$ cat src/rtl/seq_pattern_detector.sv
// Serial pattern detector: shifts qualified bits, masks-compares the last LEN against PATTERN.
// Optional saturating match counter built when SEQDET_COUNT_EN is defined.
module seq_pattern_detector #(
  parameter int unsigned      LEN     = 4,
  parameter logic [LEN-1:0]   PATTERN = 4'b1100,
  parameter logic [LEN-1:0]   MASK    = 4'b1110,
  parameter int unsigned      CNT_W   = 8
) (
  input  logic             clock,
  input  logic             reset,
  input  logic             clear,
  input  logic             in_valid,
  input  logic             in_bit,
  input  logic             overlap,
  output logic             match,
  output logic             filled,
`ifdef SEQDET_COUNT_EN
  output logic [CNT_W-1:0] match_count,
`endif
  output logic [LEN-1:0]   history
);

  localparam int unsigned   FW   = $clog2(LEN + 1);
  localparam logic [FW-1:0] FULL = FW'(LEN);

  logic [LEN-1:0] hist_q, hist_d, next_hist;
  logic [FW-1:0]  fill_q, fill_d, next_fill;
  logic           match_q, match_d;
  logic           hit;

  always_comb begin
    next_hist = {hist_q[LEN-2:0], in_bit};
    next_fill = (fill_q == FULL) ? FULL : fill_q + 1'b1;
    hit       = in_valid && !clear && (next_fill == FULL)
                && (((next_hist ^ PATTERN) & MASK) == '0);

    hist_d  = hist_q;
    fill_d  = fill_q;
    match_d = 1'b0;
    if (clear) begin
      hist_d = '0;
      fill_d = '0;
    end else if (in_valid) begin
      hist_d  = next_hist;
      match_d = hit;
      // Non-overlap restarts the fill count but keeps shifting history.
      if (hit) fill_d = overlap ? FULL : '0;
      else     fill_d = next_fill;
    end
  end

  always_ff @(posedge clock or negedge reset) begin
    if (!reset) begin
      hist_q  <= '0;
      fill_q  <= '0;
      match_q <= 1'b0;
    end else begin
      hist_q  <= hist_d;
      fill_q  <= fill_d;
      match_q <= match_d;
    end
  end

  assign match   = match_q;
  assign filled  = (fill_q == FULL);
  assign history = hist_q;

`ifdef SEQDET_COUNT_EN
  logic [CNT_W-1:0] cnt_q, cnt_d;

  always_comb begin
    cnt_d = cnt_q;
    if (clear)                   cnt_d = '0;
    else if (hit && cnt_q != '1) cnt_d = cnt_q + 1'b1;
  end

  always_ff @(posedge clock or negedge reset) begin
    if (!reset) cnt_q <= '0;
    else        cnt_q <= cnt_d;
  end

  assign match_count = cnt_q;
`endif

endmodule

$ cat config.mk
export PLATFORM = sky130hd
export DESIGN_NAME = seq_pattern_detector
export DESIGN_NICKNAME = d
export VERILOG_FILES = /design/src/rtl/seq_pattern_detector.sv
export SDC_FILE = /design/constraint.sdc
export NUM_CORES = 1
export LEC_CHECK = 0
export CAP_MARGIN = 20
export CELL_PAD_IN_SITES_DETAIL_PLACEMENT = 0
export CELL_PAD_IN_SITES_GLOBAL_PLACEMENT = 1
export CORE_AREA = 10 10 47 49
export CTS_CLUSTER_DIAMETER = 80
export DETAILED_ROUTE_END_ITERATION = 7
export DIE_AREA = 0 0 57 59
export PLACE_DENSITY_LB_ADDON = 0.1
export SLEW_MARGIN = 20
export SYNTH_ARGS = -nofsm -noshare
export SYNTH_HDL_FRONTEND = slang
export SYNTH_SLANG_ARGS = --single-unit
export TNS_END_PERCENT = 20
$ cat constraint.sdc
create_clock -name clock -period 1.65 [get_ports clock]
set_input_delay 0.495 -clock clock [delete_from_list [all_inputs] [get_ports clock]]
set_output_delay 0.495 -clock clock [all_outputs]
set_load 0.01 [all_outputs]
==> results of run 1 <==
kinds of logic (layout without fill, tap and decap cells):
kind of cell,count (synthesis),after routing,synth area share [%]
AOI/OAI and AO/OA,3,3,7.032
buffers and inverters,5,25,5.810
adders and majority gates,2,2,6.115
and+or+nand+nor,13,13,17.43
DFF,8,8,48.93
muxes,6,6,14.68
sequential cells by signal, summed over array words and instances (netlist names):
name,cells
history,4
fill_q,3
match,1
where the power goes:
part	internal, uW	switching [uW]
logic	47.7	36.2
registers	204	4.89
clock network	83.4	68.3
total	335	109
what timing repair did:
action,CTS,global route
setup endpoints to repair,5,1
hold buffers,0,0
pin swaps,0,1
buffers inserted,1,0
resized for setup,8,3
through the flow:
step | area [sq um] | utilization, % | setup TNS [ns] | hold WS (ns) | power [uW]
2_1_floorplan | 409.1 | - | 0 | 0.1994 | 249.7
3_3_place_gp | 579.3 | 41.34 | -0.04599 | 0.5096 | 291.5
3_5_place_dp | 579.3 | 41.34 | -0.07473 | 0.5379 | 294.5
4_1_cts | 599.3 | 42.77 | 0 | 0.5430 | 451.2
5_1_grt | 609.3 | 43.48 | -0.002919 | 0.5492 | 470.1
6_report | 609.3 | 43.48 | 0 | 0.5321 | 444.0
cells in the final DEF (no fill, tap or decap):
| master | synthesis | layout |
|---|---|---|
| dfrtp_1 | 8 | 8 |
| buf_4 | 1 | 8 |
| nor2_1 | 7 | 7 |
| mux2i_1 | 6 | 6 |
| clkdlybuf4s50_1 | 0 | 6 |
| dlygate4sd2_1 | 0 | 4 |
| inv_1 | 3 | 3 |
| clkbuf_4 | 0 | 3 |
| and2_4 | 0 | 1 |
| nand3b_1 | 1 | 1 |
| o2111ai_2 | 1 | 1 |
| a21oi_2 | 1 | 1 |
| nand4bb_1 | 1 | 1 |
| nor3_2 | 1 | 1 |
| nor3_1 | 1 | 1 |
| nand2_1 | 1 | 1 |
| o21ai_1 | 1 | 1 |
| ha_2 | 0 | 1 |
| ha_1 | 2 | 1 |
| buf_6 | 0 | 1 |
routing by layer:
metal | share of wire [%] | wire (um)
met5 | 0 | 0
met4 | 0 | 0
met3 | 12 | 120
met2 | 52 | 514
met1 | 36 | 360
final cells by class:
class,instances,area [sq um]
Clock buffer,3,22.52
Tap cell,16,20.02
Fill cell,155,792.0
Multi-Input combinational cell,24,188.9
Sequential cell,8,200.2
Inverter,3,11.26
Timing Repair Buffer,19,166.4
worst paths after layout:
kind	to	cells after the start	start	slack, ns
max reg2reg	match	6	fill_q[0]	0.27
min in group clock	history[3]	2	history[3]	0.54
min	fill_q[2]	1	reset	0.53
max in group asynchronous	history[2]	1	reset	0.84
max	match	1	match	0.06
min reg2reg	history[3]	2	history[3]	0.54
==> flow_summary.json, run 1 <==
{
  "drt_iter0_drc": 5,
  "hp-class": "in2async",
  "dieArea_sq_um": 3363,
  "max-clock-path-buffers": 2,
  "relSlewSlack_pct": 73.66,
  "first_pass_iters": 2,
  "cts_made_buffers": 3,
  "first_global_vias": 392,
  "yosys.area.top_type": "dfrtp_1",
  "yosysMostFrequentCell": "dfrtp_1",
  "synth_edf_count": 0,
  "clock_latency_ns": 0.25,
  "seq_area_frac_synth_pct": 48.93,
  "crit_required_ns": 1.15,
  "grt-ovfl-total": 0,
  "fmax_mhz": 629.5,
  "root_buffer": "clkbuf_4",
  "netlist_top_cells_count": "dfrtp_1, nor2_1, mux2i_1, inv_1, ha_1",
  "viasPerCell": 4.712,
  "wirelength_um": 995,
  "synth_top_area_share_pct": 48.93,
  "syn_avg_cell_area_sq_um": 11.06,
  "grt_usage_pct": 6.264,
  "num_antenna_cells": 0,
  "nets": 67,
  "clock_sinks": 8,
  "ant_nets": 0,
  "critPathBufInv": 1,
  "pre_cts_ws_ns": -0.07473,
  "drive_gt1_share_pct": 29.82,
  "num_vias": 344,
  "setup_violations": 0,
  "status": "completed",
  "cp_top_family": "buffers and inverters",
  "yosys-top-cells-area": "dfrtp_1, mux2i_1, nor2_1, ha_1, o2111ai_2",
  "max_stage_delay_ns": 0.53,
  "tightest_slew_ns": 0.3938,
  "port_buffers": 11,
  "ys_warn_count": 0,
  "pin_count": 12,
  "use_met1_pct": 4.716,
  "finalHoldViolCount": 0,
  "globalplace.congestion": 0.7025,
  "antenna_found_initial": 0,
  "coreArea_sq_um": 1401,
  "ir_drop_v": 0.0002858,
  "dp.cells": 69,
  "worst_slack_ns": 0.06145,
  "synth_cells": 37,
  "die_x_um": 57,
  "synth_cell_type_count": 16,
  "report.final.slew_viol_count": 0,
  "worstSetupPathType": "reg2out",
  "synth-seq-cells": 8,
  "drv_cap": 0,
  "critPathSlowestCell": "clkdlybuf4s50_1",
  "fin_crit_sh_pct": 96.28,
  "powerDensity_nw_per_um2": 728.7,
  "ys_async_sr_fraction_pct": 100.0,
  "fin_crit_ns": 1.589,
  "grt_max_degree": 9,
  "syn_area_sq_um": 409.1,
  "rows": 14,
  "layout.cells.non_filler": 73,
  "wire_per_inst_um": 13.63,
  "crit_chain": "clkdlybuf4s50_1",
  "clock_skew_ns": 0.002882,
  "syn_to_final_growth_pct": 48.93,
  "cts_tree": "built",
  "grt_pass1_wl_mm": 1.587,
  "grt_setup_unrepaired": "true",
  "dp_hpwl_um": 803.4,
  "die_h_um": 59,
  "startpoint_type": "flip-flop",
  "busiest_layer": "met2",
  "synthFlopType": "dfrtp_1",
  "grtUsageMet3_pct": 5.150,
  "path_clk_slew_ns": 0.06,
  "globalRouteMet2Util_pct": 10.23,
  "syn-num-nets": 45,
  "drc": 0,
  "h-tree-depth": 1,
  "cp_max_fo": 1,
  "p_leak_uw": 0.0003078,
  "start_util_pct": 29.20,
  "arrival_ns": 1.09,
  "end_kind": "primary output"
}
No activity file was read; power rests on OpenSTA's default activity.
==> run 2: changes to the inputs <==
--- a/config.mk
+++ b/config.mk
@@ -8,10 +8,10 @@
 export CAP_MARGIN = 20
 export CELL_PAD_IN_SITES_DETAIL_PLACEMENT = 0
 export CELL_PAD_IN_SITES_GLOBAL_PLACEMENT = 1
-export CORE_AREA = 10 10 47 49
+export CORE_AREA = 2 2 39 41
 export CTS_CLUSTER_DIAMETER = 80
 export DETAILED_ROUTE_END_ITERATION = 7
-export DIE_AREA = 0 0 57 59
+export DIE_AREA = 0 0 41 43
 export PLACE_DENSITY_LB_ADDON = 0.1
 export SLEW_MARGIN = 20
 export SYNTH_ARGS = -nofsm -noshare
==> constraint.sdc (replaced) <==
create_clock -name clock -period 1.65 [get_ports clock]
set_input_delay 0.495 -clock clock [delete_from_list [all_inputs] [get_ports clock]]
set_output_delay 0.495 -clock clock [all_outputs]
set_load 0.05 [all_outputs]
==> flow_summary.json, run 2 (same netlist as run 1, synthesis figures left out) <==
{
  "crit_required_ns": 1.15,
  "setup_violations": 0,
  "first_pass_iters": 2,
  "finalHoldViolCount": 0,
  "timing.rr.end": "match",
  "fin_crit_sh_pct": 97.88,
  "rows": 14,
  "tightest_slew_ns": 0.3919,
  "grt_setup_unrepaired": "true",
  "wire_per_inst_um": 11.71,
  "reg2regPathDepth": 6,
  "postPlaceCellArea_sq_um": 609.3,
  "end_kind": "primary output",
  "cp_max_fo": 2,
  "critPathSlowestCell": "dfrtp_1",
  "whs_ns": 0.5412,
  "relSlewSlack_pct": 73.79,
  "postCtsHoldBufs": 0,
  "grt_pass1_wl_mm": 1.331,
  "layout.cells.non_filler": 73,
  "drt_iter0_drc": 3,
  "switching_share_pct": 24.33,
  "h-tree-depth": 1,
  "viasPerCell": 4.521,
  "max-clock-path-buffers": 2,
  "cts_made_buffers": 3,
  "coreArea_sq_um": 1384,
  "die_x_um": 41,
  "arrival_ns": 1.12,
  "reg2reg_setup_slack_ns": 0.28,
  "powerDensity_nw_per_um2": 678.1,
  "startpoint_type": "flip-flop",
  "worstSetupPathType": "reg2out",
  "num_vias": 330,
  "path_clk_slew_ns": 0.05,
  "max_stage_delay_ns": 0.38,
  "drc": 0,
  "crit_chain": "inv_1 -> ha_2 -> and2_4 -> buf_12",
  "r2r_start": "fill_q[1]",
  "num_antenna_cells": 0,
  "p_switching_uw": 111.0,
  "port_buffers": 11,
  "p_total_uw": 456.5,
  "cp_top_family": "flip-flops",
  "pwr-share-seq_pct": 46.4,
  "final_cell_mix": "dfrtp_1, buf_4, nor2_1, mux2i_1, buf_12",
  "clock_latency_ns": 0.24,
  "ir_drop_v": 0.0003817,
  "clock_sinks": 8,
  "pwr-share-comb_pct": 23.0,
  "dp.cells": 65,
  "pin_count": 12,
  "syn_to_final_growth_pct": 64.53,
  "critPathBufInv": 2,
  "dp_hpwl_um": 649.5,
  "cts_tree": "built",
  "largest_reg_flops": 4,
  "utilization_pct": 48.64,
  "globalplace.congestion": 0.7010,
  "grt_max_degree": 9,
  "grt_usage_pct": 11.99,
  "die_h_um": 43,
  "p_leak_uw": 0.0003155,
  "clock_skew_ns": 0.005276,
  "report.final.slew_viol_count": 0,
  "nets": 67,
  "status": "completed",
  "drv_cap": 0,
  "first_global_vias": 324,
  "root_buffer": "clkbuf_4",
  "grt-ovfl-total": 0,
  "final_cell_area_sq_um": 673.1,
  "wirelength_um": 855,
  "drive_gt1_share_pct": 40.35,
  "ant_nets": 0,
  "fin_crit_ns": 1.615,
  "hp-class": "in2async",
  "clock_power_share_pct": 30.7,
  "antenna_found_initial": 0,
  "start_util_pct": 29.57,
  "fmax_mhz": 619.2,
  "p_int_uw": 345.4,
  "dieArea_sq_um": 1763
}
[run 2: changes by cell type in the layout (fill, tap and decap cells not counted), sizes merged]
cell	previous run	this run
buf	9	14
clkdlybuf4s50	6	5
dlygate4sd2	4	0
[run 2: worst register-to-register path: stages (launching register included)]
cell and delay, ns:
dfrtp_1 0.39, buf_4 0.14, buf_4 0.12, ha_1 0.19
nand3b_1 0.10, o2111ai_2 0.16, nor3_2 0.19
[run 2: stage by stage]
stage / setup slack (ns) / TNS (ns)
6_report: 0.03497 / 0
3_5_place_dp: 0.07811 / 0
5_1_grt: -0.02277 / -0.02277
4_1_cts: 0.01408 / 0
3_3_place_gp: 0.1003 / 0
2_1_floorplan: 0.2319 / 0
[run 2: power groups by stage]
| stage | sequential [uW] | combinational (uW) | clock (uW) |
|---|---|---|---|
| finish | 212 | 105 | 140 |
| global route | 212 | 112 | 169 |
| CTS | 211 | 97.6 | 150 |
| detailed placement | 216 | 83.8 | 0 |
| global placement | 216 | 82.8 | 0 |
| floorplan | 223 | 36.3 | 0 |
[run 2: final cells by class]
cell class | instances | area [sq um]
tap | 16 | 20.02
sequential | 8 | 200.2
fill | 123 | 710.7
multi-input combinational | 24 | 188.9
clock buffer | 3 | 22.52
timing repair buffer | 19 | 230.2
inverter | 3 | 11.26
[run 2: worst max-delay path by stage]
stage | startpoint | endpoint | slack (ns) | cells past startpoint
floorplan | fill_q[0] | filled | 0.23 | 3
global placement | in_valid | history[1] | 0.10 | 4
detailed placement | in_valid | history[1] | 0.08 | 4
CTS | fill_q[1] | filled | 0.01 | 4
global route | fill_q[0] | filled | -0.02 | 4
finish | fill_q[0] | filled | 0.03 | 4
[run 2: what timing repair did]
action / 4_1_cts / 5_1_grt
endpoints found under the hold margin: 0 / 0
pin swaps: 1 / 1
setup buffers: 3 / 2
resized for setup: 2 / 1
endpoints found under the setup margin: 1 / 1
[run 2: routing by layer]
| metal | track usage, % | routed length [um] | share of wire [%] | vias to the layer above |
|---|---|---|---|---|
| li1 | - | - | - | 164 |
| met1 | 12.37 | 333 | 39 | 155 |
| met4 | 8.000 | 14 | 1.6 | 0 |
| met3 | 4.712 | 37 | 4.3 | 2 |
| met5 | 0 | 0 | 0 | - |
| met2 | 18.75 | 469 | 55 | 9 |
==> run 3: changes to the inputs <==
--- a/config.mk
+++ b/config.mk
@@ -12,7 +12,9 @@
 export CTS_CLUSTER_DIAMETER = 80
 export DETAILED_ROUTE_END_ITERATION = 7
 export DIE_AREA = 0 0 41 43
+export HOLD_SLACK_MARGIN = 0.1
 export PLACE_DENSITY_LB_ADDON = 0.1
+export RECOVER_POWER = 50
 export SLEW_MARGIN = 20
 export SYNTH_ARGS = -nofsm -noshare
 export SYNTH_HDL_FRONTEND = slang
==> constraint.sdc (replaced) <==
create_clock -name clock -period 1.8 [get_ports clock]
set_input_delay 0.54 -clock clock [delete_from_list [all_inputs] [get_ports clock]]
set_output_delay 0.54 -clock clock [all_outputs]
set_load 0.05 [all_outputs]
==> flow_summary.json, run 3 (same netlist as run 1, synthesis figures left out) <==
{
  "wire_per_inst_um": 12.72,
  "path_clk_slew_ns": 0.06,
  "clock_skew_ns": 0.002560,
  "cts_made_buffers": 3,
  "rows": 14,
  "largest_reg_flops": 4,
  "wl_met1_um": 362,
  "pin_count": 12,
  "root_buffer": "clkbuf_4",
  "grt_usage_pct": 13.07,
  "wirelength_um": 903,
  "routed.top_layer": "met4",
  "cp_max_fo": 3,
  "reg2reg_setup_slack_ns": 0.40,
  "fin_crit_sh_pct": 96.07,
  "grt-ovfl-total": 0,
  "powerDensity_nw_per_um2": 658.7,
  "hp-class": "reg2reg",
  "r2r_start": "fill_q[0]",
  "p_int_uw": 308.9,
  "dp.cells": 65,
  "p_leak_uw": 0.0002955,
  "dp_hpwl_um": 647,
  "num_vias": 334,
  "crit_required_ns": 1.26,
  "finalHoldViolCount": 0,
  "h-tree-depth": 1,
  "final_common_cell": "dfrtp_1",
  "grt_max_degree": 9,
  "final_cell_mix": "dfrtp_1, nor2_1, mux2i_1, buf_12, buf_4",
  "fin_tns_setup_ns": 0,
  "die_h_um": 43,
  "fmax_mhz": 578.3,
  "globalplace.congestion": 0.6264,
  "fin_crit_ns": 1.729,
  "dieArea_sq_um": 1763,
  "status": "completed",
  "switching_share_pct": 26.37,
  "syn_to_final_growth_pct": 55.66,
  "relSlewSlack_pct": 60.98,
  "drv_cap": 0,
  "antenna_found_initial": 0,
  "setup_violations": 0,
  "drt_iter0_drc": 2,
  "pwr-share-seq_pct": 46.2,
  "first_global_vias": 341,
  "num_antenna_cells": 0,
  "clock_sinks": 8,
  "end_kind": "primary output",
  "startpoint_type": "flip-flop",
  "max-clock-path-buffers": 2,
  "p_switching_uw": 110.6,
  "drc": 0,
  "port_buffers": 11,
  "clock_power_share_pct": 33.2,
  "min-delay-start": "fill_q[2]",
  "arrival_ns": 1.19,
  "die_x_um": 41,
  "wl_met3_um": 51,
  "startpoint": "fill_q[0]",
  "cts_tree": "built",
  "report.final.slew_viol_count": 0,
  "pwr-share-comb_pct": 20.7,
  "start_util_pct": 29.57,
  "viasPerCell": 4.704,
  "grt_pass1_wl_mm": 1.462,
  "wl_met2_um": 480,
  "postCtsHoldBufs": 0,
  "ant_nets": 0,
  "drive_gt1_share_pct": 32.73,
  "layout.cells.non_filler": 71,
  "nets": 65,
  "first_pass_iters": 3,
  "ir_drop_v": 0.0003120,
  "clock_latency_ns": 0.25,
  "worstSetupPathType": "reg2out",
  "coreArea_sq_um": 1384,
  "tightest_slew_ns": 0.5878
}
==> run 3: cell types whose count changed in the layout (fill, tap and decap cells not counted), sizes merged <==
cell | before | now
clkbuf | 3 | 5
buf | 14 | 10
clkdlybuf4s50 | 5 | 3
dlygate4sd3 | 0 | 2
==> run 3: layout make-up <==
cell class,instances,area (sq um)
clock buffers,3,22.52
fillers,134,747.0
flip-flops and latches,8,200.2
well taps,16,20.02
inverters,3,11.26
multi-input cells,24,187.7
repair buffers,17,195.2
==> run 3: worst paths after layout <==
path                             endpoint  depth (start not counted)
worst max-delay path               filled                          4
worst min-delay path            fill_q[2]                          2
worst max register to register      match                          6
worst min register to register  fill_q[2]                          2
max in group asynchronous           match                          1
min in group asynchronous       fill_q[0]                          1
==> run 3: stage by stage <==
| step | utilization, % | hold slack [ns] | setup WS (ns) | power (uW) | cell area (sq um) |
|---|---|---|---|---|---|
| 6_report | 46.02 | 0.5921 | 0.07065 | 419.5 | 636.9 |
| 5_1_grt | 46.02 | 0.6500 | -0.003136 | 445.0 | 636.9 |
| 4_1_cts | 45.30 | 0.5827 | 0.02604 | 424.8 | 626.9 |
| 3_5_place_dp | 43.13 | 0.5785 | 0.1671 | 275.9 | 596.8 |
| 3_3_place_gp | 43.13 | 0.5410 | 0.2080 | 273.7 | 596.8 |
| 2_1_floorplan | - | 0.2444 | 0.3369 | 237.6 | 409.1 |
==> run 3: power by group through the flow <==
stage	registers, uW	clock network (uW)	logic [uW]
final	194	139	86.6
after global routing	194	156	95.0
after CTS	194	149	82.4
after detailed placement	198	0	77.6
after global placement	198	0	75.8
after floorplan	204	0	33.3
==> run 3: critical path, cell delays in order (launching register included) <==
cell	delay [ns]
dfrtp_1	0.39
inv_1	0.06
ha_2	0.18
and2_2	0.17
buf_12	0.13
==> run 3: repair_timing <==
item | 4_1_cts | 5_1_grt
endpoints found under the setup margin | 1 | 1
buffers inserted | 1 | 2
hold endpoints to repair | 0 | 0
gates resized for setup | 0 | 1
==> run 3: routing by layer <==
metal  track usage, %  vias to the layer above
met2            20.31                        9
met4            8.000                        0
met5                0                        -
met1            13.91                      161
li1                 -                      162
met3            5.236                        2
